<file path="config.mk">
export PLATFORM = sky130hd
export DESIGN_NAME = etapa_exe_vectorial_flat
export DESIGN_NICKNAME = d
export VERILOG_FILES = /design/src/rtl/etapa_exe_vectorial_if.sv /design/src/rtl/etapa_exe_vectorial.sv /design/src/flat_wrapper.sv
export SDC_FILE = /design/constraint.sdc
export NUM_CORES = 1
export LEC_CHECK = 0
export CAP_MARGIN = 20
export CORE_ASPECT_RATIO = 0.7
export CORE_MARGIN = 2
export CORE_UTILIZATION = 60
export DETAILED_ROUTE_END_ITERATION = 7
export PLACE_DENSITY = 0.93
export SYNTH_ARGS = -nofsm -noshare
export SYNTH_HDL_FRONTEND = slang
export SYNTH_SLANG_ARGS = --single-unit
</file>
<file path="constraint.sdc">
create_clock -name clk -period 15.6 [get_ports clk]
set_clock_uncertainty 0.2 [all_clocks]
set_input_delay 4.68 -clock clk [delete_from_list [all_inputs] [get_ports clk]]
set_output_delay 4.68 -clock clk [all_outputs]
set_load 0.02 [all_outputs]
</file>
<file path="src/rtl/etapa_exe_vectorial_if.sv">
// rtl/etapa_exe_vectorial_if.sv - ID/EXE operand bus and EXE/WB result bus of the vector execute stage
// The stage itself is the slave; the pipeline/testbench side is the master.
interface etapa_exe_vectorial_if #(
  parameter int LANES  = 4,
  parameter int LANE_W = 8,
  parameter int DIR_W  = 5
);
  logic                    valid_in;
  logic [3:0]              opcode_in;
  logic [LANES*LANE_W-1:0] VEC1_in;
  logic [LANES*LANE_W-1:0] VEC2_in;
  logic [LANES-1:0]        VFS_in;
  logic [31:0]             sca1_in;
  logic [15:0]             inmediato_in;
  logic [2:0]              shift_in;
  logic [DIR_W-1:0]        dir_dest_in;
  logic                    flush;
  logic                    stall_out;
  logic                    valid_out;
  logic [LANES*LANE_W-1:0] result_out;
  logic [DIR_W-1:0]        dir_dest_out;
  logic                    wb_en_out;

  modport master (
    output valid_in, opcode_in, VEC1_in, VEC2_in, VFS_in, sca1_in,
           inmediato_in, shift_in, dir_dest_in, flush,
    input  stall_out, valid_out, result_out, dir_dest_out, wb_en_out
  );

  modport slave (
    input  valid_in, opcode_in, VEC1_in, VEC2_in, VFS_in, sca1_in,
           inmediato_in, shift_in, dir_dest_in, flush,
    output stall_out, valid_out, result_out, dir_dest_out, wb_en_out
  );
endinterface

</file>
<file path="src/rtl/etapa_exe_vectorial.sv">
// rtl/etapa_exe_vectorial.sv - lane-wise SIMD execute stage with iterative vector-by-scalar multiply
// Single-cycle ops register on the accept edge; VMULS runs shift-and-add for LANE_W cycles in MUL.
module etapa_exe_vectorial #(
  parameter int LANES  = 4,
  parameter int LANE_W = 8,
  parameter int DIR_W  = 5
) (
  input logic                  clk,
  input logic                  rst,
  etapa_exe_vectorial_if.slave bus
);
  localparam int VW    = LANES * LANE_W;
  localparam int CNT_W = (LANE_W > 1) ? $clog2(LANE_W) : 1;
  localparam logic [CNT_W-1:0] CNT_LAST = CNT_W'(LANE_W - 1);

  localparam logic [3:0] OP_NOP   = 4'd0;
  localparam logic [3:0] OP_VADD  = 4'd1;
  localparam logic [3:0] OP_VSUB  = 4'd2;
  localparam logic [3:0] OP_VAND  = 4'd3;
  localparam logic [3:0] OP_VOR   = 4'd4;
  localparam logic [3:0] OP_VSHL  = 4'd5;
  localparam logic [3:0] OP_VSHR  = 4'd6;
  localparam logic [3:0] OP_VADDS = 4'd7;
  localparam logic [3:0] OP_VADDI = 4'd8;
  localparam logic [3:0] OP_VMULS = 4'd9;

  typedef enum logic {IDLE, MUL} state_t;

  state_t              state_q, state_d;
  logic [CNT_W-1:0]    cnt_q, cnt_d;
  logic [VW-1:0]       mul_a_q, mul_a_d;
  logic [LANE_W-1:0]   mul_b_q, mul_b_d;
  logic [LANES-1:0]    mask_q, mask_d;
  logic [DIR_W-1:0]    dir_mul_q, dir_mul_d;
  logic [VW-1:0]       acc_q, acc_d;
  logic                valid_q, valid_d;
  logic                wb_q, wb_d;
  logic [VW-1:0]       result_q, result_d;
  logic [DIR_W-1:0]    dir_q, dir_d;

  logic                is_nop;
  logic [LANE_W-1:0]   lane_a, lane_b, lane_r;
  logic [VW-1:0]       alu_res;
  logic [VW-1:0]       acc_next;
  logic [VW-1:0]       mul_res;

  assign is_nop = (bus.opcode_in == OP_NOP) || (bus.opcode_in > OP_VMULS);

  // Masked-off lanes pass operand A through untouched.
  always_comb begin
    alu_res = '0;
    lane_a  = '0;
    lane_b  = '0;
    lane_r  = '0;
    for (int i = 0; i < LANES; i++) begin
      lane_a = bus.VEC1_in[i*LANE_W +: LANE_W];
      lane_b = bus.VEC2_in[i*LANE_W +: LANE_W];
      case (bus.opcode_in)
        OP_VADD:  lane_r = lane_a + lane_b;
        OP_VSUB:  lane_r = lane_a - lane_b;
        OP_VAND:  lane_r = lane_a & lane_b;
        OP_VOR:   lane_r = lane_a | lane_b;
        OP_VSHL:  lane_r = lane_a << bus.shift_in;
        OP_VSHR:  lane_r = lane_a >> bus.shift_in;
        OP_VADDS: lane_r = lane_a + bus.sca1_in[LANE_W-1:0];
        OP_VADDI: lane_r = lane_a + bus.inmediato_in[LANE_W-1:0];
        default:  lane_r = '0;
      endcase
      alu_res[i*LANE_W +: LANE_W] = bus.VFS_in[i] ? lane_r : lane_a;
    end
    if (is_nop) alu_res = '0;
  end

  // One shift-and-add step per MUL cycle, all lanes in parallel.
  always_comb begin
    acc_next = acc_q;
    mul_res  = '0;
    for (int i = 0; i < LANES; i++) begin
      if (mul_b_q[cnt_q])
        acc_next[i*LANE_W +: LANE_W] = acc_q[i*LANE_W +: LANE_W]
                                     + (mul_a_q[i*LANE_W +: LANE_W] << cnt_q);
      mul_res[i*LANE_W +: LANE_W] = mask_q[i] ? acc_next[i*LANE_W +: LANE_W]
                                              : mul_a_q[i*LANE_W +: LANE_W];
    end
  end

  always_comb begin
    state_d   = state_q;
    cnt_d     = cnt_q;
    mul_a_d   = mul_a_q;
    mul_b_d   = mul_b_q;
    mask_d    = mask_q;
    dir_mul_d = dir_mul_q;
    acc_d     = acc_q;
    valid_d   = 1'b0;
    wb_d      = wb_q;
    result_d  = result_q;
    dir_d     = dir_q;
    if (bus.flush) begin
      state_d = IDLE;
      cnt_d   = '0;
      wb_d    = 1'b0;
    end else begin
      case (state_q)
        IDLE: begin
          if (bus.valid_in) begin
            if (bus.opcode_in == OP_VMULS) begin
              state_d   = MUL;
              cnt_d     = '0;
              acc_d     = '0;
              mul_a_d   = bus.VEC1_in;
              mul_b_d   = bus.sca1_in[LANE_W-1:0];
              mask_d    = bus.VFS_in;
              dir_mul_d = bus.dir_dest_in;
            end else begin
              result_d = alu_res;
              dir_d    = bus.dir_dest_in;
              wb_d     = !is_nop;
              valid_d  = 1'b1;
            end
          end
        end
        MUL: begin
          acc_d = acc_next;
          cnt_d = cnt_q + 1'b1;
          if (cnt_q == CNT_LAST) begin
            state_d  = IDLE;
            cnt_d    = '0;
            result_d = mul_res;
            dir_d    = dir_mul_q;
            wb_d     = 1'b1;
            valid_d  = 1'b1;
          end
        end
        default: state_d = IDLE;
      endcase
    end
  end

  always_ff @(posedge clk or posedge rst) begin
    if (rst) begin
      state_q   <= IDLE;
      cnt_q     <= '0;
      mul_a_q   <= '0;
      mul_b_q   <= '0;
      mask_q    <= '0;
      dir_mul_q <= '0;
      acc_q     <= '0;
      valid_q   <= 1'b0;
      wb_q      <= 1'b0;
      result_q  <= '0;
      dir_q     <= '0;
    end else begin
      state_q   <= state_d;
      cnt_q     <= cnt_d;
      mul_a_q   <= mul_a_d;
      mul_b_q   <= mul_b_d;
      mask_q    <= mask_d;
      dir_mul_q <= dir_mul_d;
      acc_q     <= acc_d;
      valid_q   <= valid_d;
      wb_q      <= wb_d;
      result_q  <= result_d;
      dir_q     <= dir_d;
    end
  end

  assign bus.stall_out    = (state_q == MUL);
  assign bus.valid_out    = valid_q;
  assign bus.wb_en_out    = wb_q;
  assign bus.result_out   = result_q;
  assign bus.dir_dest_out = dir_q;
endmodule

</file>
<file path="src/flat_wrapper.sv">
// flat-port wrapper written by rule: the top's interface ports become plain ports
module etapa_exe_vectorial_flat 
#(
  parameter int LANES  = 4,
  parameter int LANE_W = 8,
  parameter int DIR_W  = 5
)
  (clk, rst, bus_valid_in, bus_opcode_in, bus_VEC1_in, bus_VEC2_in, bus_VFS_in, bus_sca1_in, bus_inmediato_in, bus_shift_in, bus_dir_dest_in, bus_flush, bus_stall_out, bus_valid_out, bus_result_out, bus_dir_dest_out, bus_wb_en_out);
  etapa_exe_vectorial_if #(.LANES(LANES), .LANE_W(LANE_W), .DIR_W(DIR_W)) bus_i ();
  input logic clk;
  input logic rst;
  input wire logic [$bits(bus_i.valid_in)-1:0] bus_valid_in;
  input wire logic [$bits(bus_i.opcode_in)-1:0] bus_opcode_in;
  input wire logic [$bits(bus_i.VEC1_in)-1:0] bus_VEC1_in;
  input wire logic [$bits(bus_i.VEC2_in)-1:0] bus_VEC2_in;
  input wire logic [$bits(bus_i.VFS_in)-1:0] bus_VFS_in;
  input wire logic [$bits(bus_i.sca1_in)-1:0] bus_sca1_in;
  input wire logic [$bits(bus_i.inmediato_in)-1:0] bus_inmediato_in;
  input wire logic [$bits(bus_i.shift_in)-1:0] bus_shift_in;
  input wire logic [$bits(bus_i.dir_dest_in)-1:0] bus_dir_dest_in;
  input wire logic [$bits(bus_i.flush)-1:0] bus_flush;
  output wire logic [$bits(bus_i.stall_out)-1:0] bus_stall_out;
  output wire logic [$bits(bus_i.valid_out)-1:0] bus_valid_out;
  output wire logic [$bits(bus_i.result_out)-1:0] bus_result_out;
  output wire logic [$bits(bus_i.dir_dest_out)-1:0] bus_dir_dest_out;
  output wire logic [$bits(bus_i.wb_en_out)-1:0] bus_wb_en_out;
  assign bus_i.valid_in = bus_valid_in;
  assign bus_i.opcode_in = bus_opcode_in;
  assign bus_i.VEC1_in = bus_VEC1_in;
  assign bus_i.VEC2_in = bus_VEC2_in;
  assign bus_i.VFS_in = bus_VFS_in;
  assign bus_i.sca1_in = bus_sca1_in;
  assign bus_i.inmediato_in = bus_inmediato_in;
  assign bus_i.shift_in = bus_shift_in;
  assign bus_i.dir_dest_in = bus_dir_dest_in;
  assign bus_i.flush = bus_flush;
  assign bus_stall_out = bus_i.stall_out;
  assign bus_valid_out = bus_i.valid_out;
  assign bus_result_out = bus_i.result_out;
  assign bus_dir_dest_out = bus_i.dir_dest_out;
  assign bus_wb_en_out = bus_i.wb_en_out;
  etapa_exe_vectorial #(.LANES(LANES), .LANE_W(LANE_W), .DIR_W(DIR_W)) u_core (.clk(clk), .rst(rst), .bus(bus_i));
endmodule
</file>
# Word-level counts from Yosys, hierarchy flattened
# Cells that the tools add are included.
word_totals:
  regBits: 124
  latchBits: 0
  ram_bits: 0
  mem_bits_ro: 0
  out_inout_bits: 40
  n_memories: 0
classes:
  n_addsub: 21
  n_mul: 0
  div: 0
  n_lt_le_gt_ge: 2
  n_eq_ne: 18
  shifts: 12
  muxes: 50
  bitwise: 10
  reduce_logical: 8
ops:
  columns: ["op", "n"]
  rows:
  - ["8-bit one-hot mux with 8 select lines", 4]
  - ["32-bit two-way mux", 6]
  - ["8-bit adder", 16]
  - ["32-bit one-hot mux with 2 select lines", 2]
  - ["8-bit two-way mux", 12]
  - ["8-bit by 3-bit << shifter with 8-bit output", 8]
  - ["8-bit bitwise AND", 4]
  - ["8-bit OR", 4]
  - ["8-bit by 3-bit right shift with 8-bit output", 4]
  - ["8-bit subtractor", 4]
  - ["4-bit by 3-bit equality test with 1-bit output (second input constant)", 4]
  - ["5-bit two-way mux", 3]
  - ["1-bit two-way mux", 13]
  - ["3-bit two-way mux", 4]
  - ["5-bit one-hot mux with 2 select lines", 1]
  - ["3-bit inequality test (second input constant)", 3]
  - ["4-bit by 2-bit equality test with 1-bit output (second input constant)", 2]
  - ["4-bit equality test (second input constant)", 2]
  - ["4-bit AND reduction", 2]
  - ["2-bit inequality test (second input constant)", 3]
  - ["1-bit one-hot mux with 2 select lines", 3]
  - ["3-bit one-hot mux with 2 select lines", 1]
  - ["3-bit AND reduction", 2]
  - ["4-bit by 1-bit equality test with 1-bit output (second input constant)", 1]
  - ["12 further kinds", 13]

# Depth between registers and ports, before layout
depth:
  depth_word: 7
  depth_mapped: 17
  ltp_nobuf: 16

# Worst setup path after synthesis
# Ideal clock, no wire load.
synth_path:
  path_type: "input -> register"
  from: "in bus_opcode_in[2]"
  to: "reg u_core.result_q[23], in the netlist u_core.bus.result_out[23]"
  t_arrival_ns: 7.856
  path_slack_ns: 7.403
  path_stages: 15
  path_buffers: 1
  path_cell_list: "or4b_4 buf_2 o21ai_1 a21oi_1 nor2_1 a21oi_1 ha_1 a21oi_1 a21boi_0 o21a_1 o41ai_1 xor3_1 and2_1 o221ai_1 a31oi_1"
synth_between:
  elab_chain_len: 7
synth_lines:
  columns: ["item", "line", "rtl"]
  rows:
  - ["start, declared", "flat_wrapper.sv:13", "input wire logic [$bits(bus_i.opcode_in)-1:0] bus_opcode_in;"]
  - ["4-bit equality test, or another cell as far along", "etapa_exe_vectorial.sv:58", "case (bus.opcode_in)"]
  - ["8-bit one-hot mux with 8 select lines", "etapa_exe_vectorial.sv:58", null]
  - ["8-bit two-way mux", "etapa_exe_vectorial.sv:69", "alu_res[i*LANE_W +: LANE_W] = bus.VFS_in[i] ? lane_r : lane_a;"]
  - ["32-bit two-way mux", "etapa_exe_vectorial.sv:71", "if (is_nop) alu_res = '0;"]
  - ["32-bit two-way mux", "etapa_exe_vectorial.sv:107", "if (bus.opcode_in == OP_VMULS) begin"]
  - ["32-bit two-way mux", "etapa_exe_vectorial.sv:106", "if (bus.valid_in) begin"]
  - ["32-bit one-hot mux with 2 select lines", "etapa_exe_vectorial.sv:104", "case (state_q)"]
  - ["end signal, assigned", "etapa_exe_vectorial.sv:163", "result_q <= result_d;"]
  - ["end, declared", "etapa_exe_vectorial.sv:38", "logic [VW-1:0] result_q, result_d;"]
# Several ways; a longest one is shown, not always the timed one. The select of a mux whose other input is x is not followed.
# A chain may end at the register's enable or synchronous reset.

# Final worst setup path
layout_path:
  from: "in bus_opcode_in[3]"
  to: "reg u_core.result_q[31], in the netlist u_core.bus.result_out[31]"
# The elaborated chain is that of the path after synthesis.

==> impl_metrics.csv <==
group,metric,value,unit
place,hpwlAfterDp,33000,um
global_routing,grt_pass1_wl,70700,um
global_routing,grt_pass1_vias,12692,
global_routing,grt_overflow,0,
worst_hold_path,min_path_cells,2,
critical_path,ff2ff_setup_slack,11.44,ns
clocking,clockBufferDepth,2,
timing,hold_viol,0,
power,leakage,6.19,nW
global_routing,antenna_found_initial,0,
critical_path,required,15.69,ns
place,portBuffers,139,
timing,fin_hold_ws,0.288,ns
power,p_switching,0.481,mW
power,peakVddDrop,0.0935,mV
floorplanning,dieWidth,178,um
clocking,clk_pin_slew_worst_paths,0.06,ns
finish,drive_gt1_share,9.88,%
power,power_density,90.6,nW/um^2
clocking,clock_sinks,124,
logic_synthesis,avgSynthCellArea,8.18,sq um
place,dpl_cell_area,14100,sq um
power,total_power,1.34,mW
job,maxCapViolations,0,
timing,slew_headroom,18.7,%
logic_synthesis,yosysUniqueCellTypes,81,
critical_path,r2r_end,"u_core.bus.result_out[7]",
finish,final_area,14800,sq um
detailed_routing,firstDrtPassIters,7,
timing,fin_crit,9.57,ns
timing,tightest_slew,1.22,ns
critical_path,crit_path_max_fanout,17,
power,seqPwrFrac,31.3,%
detailed_routing,ant_nets,0,
floorplanning,die_y,126,um
logic_synthesis,ys_seq_area_share,24.4,%
detailed_routing,vias_per_cell,7.09,
finish,diodes,0,
power,p_sw_share,35.9,%
clocking,cts_tree,"yes",
logic_synthesis,synthesis.nets,1760,
logic_synthesis,synthCells,1555,
global_routing,grt_max_degree,68,
critical_path,cp.arrival,9.66,ns
logic_synthesis,yosysWarnings,0,
critical_path,crit_type,"primary input to flop",
status,status,"finished clean",
power,comb_power_share,35.8,%
finish,nFillCells,1605,
floorplanning,fp.coreArea,20800,sq um
logic_synthesis,async_flop_share,100,%
critical_path,worstSetupStartpointType,"primary input",
finish,ff_latch_area,3100,sq um
floorplanning,placementRows,44,
clocking,h-tree-depth,4,
detailed_routing,routedWlPerCell,23.9,um
clocking,cts_post_setup_buffers_inserted,0,
finish,area_growth,16.3,%
timing,drv_slew,0,
global_routing,track_usage,41.0,%
floorplanning,io_pins,172,
clocking,numCtsBuffers,17,
clocking,clk-insertion-delay-late,0.44,ns
logic_synthesis,synth_top_cell_by_area,"dfrtp_1",
place,place_congestion,0.983,
clocking,ctsHoldBuffers,0,
logic_synthesis,synth_edf_count,0,
worst_hold_path,holdCritPathClass,"flop to flop",
floorplanning,start_util,61.3,%
logic_synthesis,ys_ff_latch,124,
timing,max_freq,105,MHz
critical_path,r2r_cells,14,
timing,min_period_over_period,61.3,%
worst_hold_path,holdPathEnd,"u_core.bus.result_out[21]",
logic_synthesis,netlist_area,12700,sq um
timing,rsz0062_at_grt,"no",
place,dp_slack,5.86,ns
clocking,cts_resized,0,
clocking,cts_root_buf,"clkbuf_16",
critical_path,r2r_start,"u_core.cnt_q[0]",
timing,fin_ws,6.03,ns
floorplanning,dieArea,22400,sq um
detailed_routing,totalWireLength,45800,um
timing,tns,0,ns
logic_synthesis,synth_top_area_share,24.4,%
worst_hold_path,hold_path_startpoint,"u_core.bus.result_out[21]",
power,pwr-share-clk,32.9,%
logic_synthesis,synthFlopType,"dfrtp_1",
finish,fin_nets,1832,
detailed_routing,drt_iter0_drc,1853,
finish,final_common_cell,"nand2_1",
power,internal_power,0.859,mW
timing,setup_violations,0,
detailed_routing,vias,13578,
critical_path,cp-end-kind,"flop",
finish,layout_common_cells,"nand2_1, nor2_1, a21oi_1",
logic_synthesis,synth_area_leaders,"dfrtp_1, ha_1, a21oi_1",
detailed_routing,drc,0,
finish,multi_input_area,8900,sq um
sequential cells by signal, summed over array words and instances, names as in the netlist:
| register | count |
|---|---|
| u_core.mask_q | 4 |
| u_core.mul_b_q | 8 |
| u_core.bus.stall_out | 1 |
| u_core.bus.wb_en_out | 1 |
| u_core.bus.valid_out | 1 |
| u_core.mul_a_q | 32 |
| u_core.dir_mul_q | 5 |
| u_core.bus.dir_dest_out | 5 |
| u_core.acc_q | 32 |
| u_core.cnt_q | 3 |
| u_core.bus.result_out | 32 |
metrics by stage:
step           utilization [%]  instances
2_1_floorplan                -       1555
3_3_place_gp              68.0       1882
3_5_place_dp              68.0       1882
4_1_cts                   71.1       1914
5_1_grt                   71.3       1916
6_report                  71.3       1916
worst max path at each step:
stage	start	end	slack, ns	depth (start not counted)
2_1_floorplan	bus_opcode_in[2]	u_core.bus.result_out[23]	7.40	15
6_report	bus_opcode_in[3]	u_core.bus.result_out[31]	6.03	13
5_1_grt	bus_opcode_in[3]	u_core.bus.result_out[31]	5.93	13
3_5_place_dp	bus_opcode_in[3]	u_core.bus.result_out[30]	5.86	14
4_1_cts	bus_opcode_in[3]	u_core.bus.result_out[31]	6.29	13
3_3_place_gp	bus_opcode_in[3]	u_core.bus.result_out[31]	5.94	13
area by class of cell:
class                           count  area share [%]
Inverter                           61            1.56
Multi-Input combinational cell   1262            60.2
Clock inverter                     10            1.09
Tap cell                          276            2.33
Clock buffer                       22            3.27
Sequential cell                   124            21.0
Timing Repair Buffer              161            10.6
kinds of logic after synthesis:
group	after synthesis	synth area share (%)
AO/OA/AOI/OAI	510	26.0
AND/OR/NAND/NOR	470	16.6
buffers and inverters	169	5.73
multiplexers	160	16.1
flip-flops	124	24.4
adder cells (fa/ha/maj)	73	7.65
XOR/XNOR	49	3.49
worst max-delay path: stages:
cell             delay [ns]
clkdlybuf4s50_1        0.92
or4b_4                 0.67
o21ai_0                0.74
o21ai_0                0.36
ha_1                   0.36
a21o_1                 0.18
a211oi_1               0.25
nor2_1                 0.10
o41ai_1                0.31
xor2_1                 0.25
mux2_1                 0.36
a311oi_1               0.36
a21oi_1                0.12
power by group through the flow:
stage / sequential, mW / combinational (mW) / clock [mW]
after floorplan: 0.416 / 0.304 / 0
after global placement: 0.416 / 0.447 / 0
after detailed placement: 0.419 / 0.463 / 0
after CTS: 0.416 / 0.469 / 0.442
after global routing: 0.423 / 0.516 / 0.457
final: 0.419 / 0.480 / 0.441
Yosys cell counts (5+ instances only):
library cell,n
xnor2_1,39
o211ai_1,25
dfrtp_1,124
a21oi_1,147
a22oi_1,8
mux4_2,30
o21bai_1,9
nand2b_1,13
mux2_2,55
buf_1,11
mux2i_1,73
ha_1,65
nand3_1,24
a22o_1,30
buf_2,33
a211oi_1,17
or3_1,13
o221ai_1,13
a21o_1,15
o22ai_1,8
xor2_1,9
nand3b_1,5
o2bb2ai_1,5
o2111ai_1,8
nor3_1,25
inv_1,57
buf_4,12
o21a_1,5
a221oi_1,15
a221o_1,5
and2_1,11
o21ai_0,115
o31ai_1,5
nor2_1,151
nor2b_1,14
o22a_1,9
o21ai_1,5
fa_1,8
nand2_1,187
clkbuf_1,51
a31oi_1,27
routing by layer:
layer  global-route usage (%)  vias up  wire (um)  share of wire, %
met5                        0        -          0                 0
met4                     14.9        0       1820               4.0
met3                     12.0      211       6290                14
met2                     62.8     1034      20200                44
met1                     55.2     6453      17500                38
li1                         -     5880          -                 -
No activity file was read; power rests on OpenSTA's default activity.
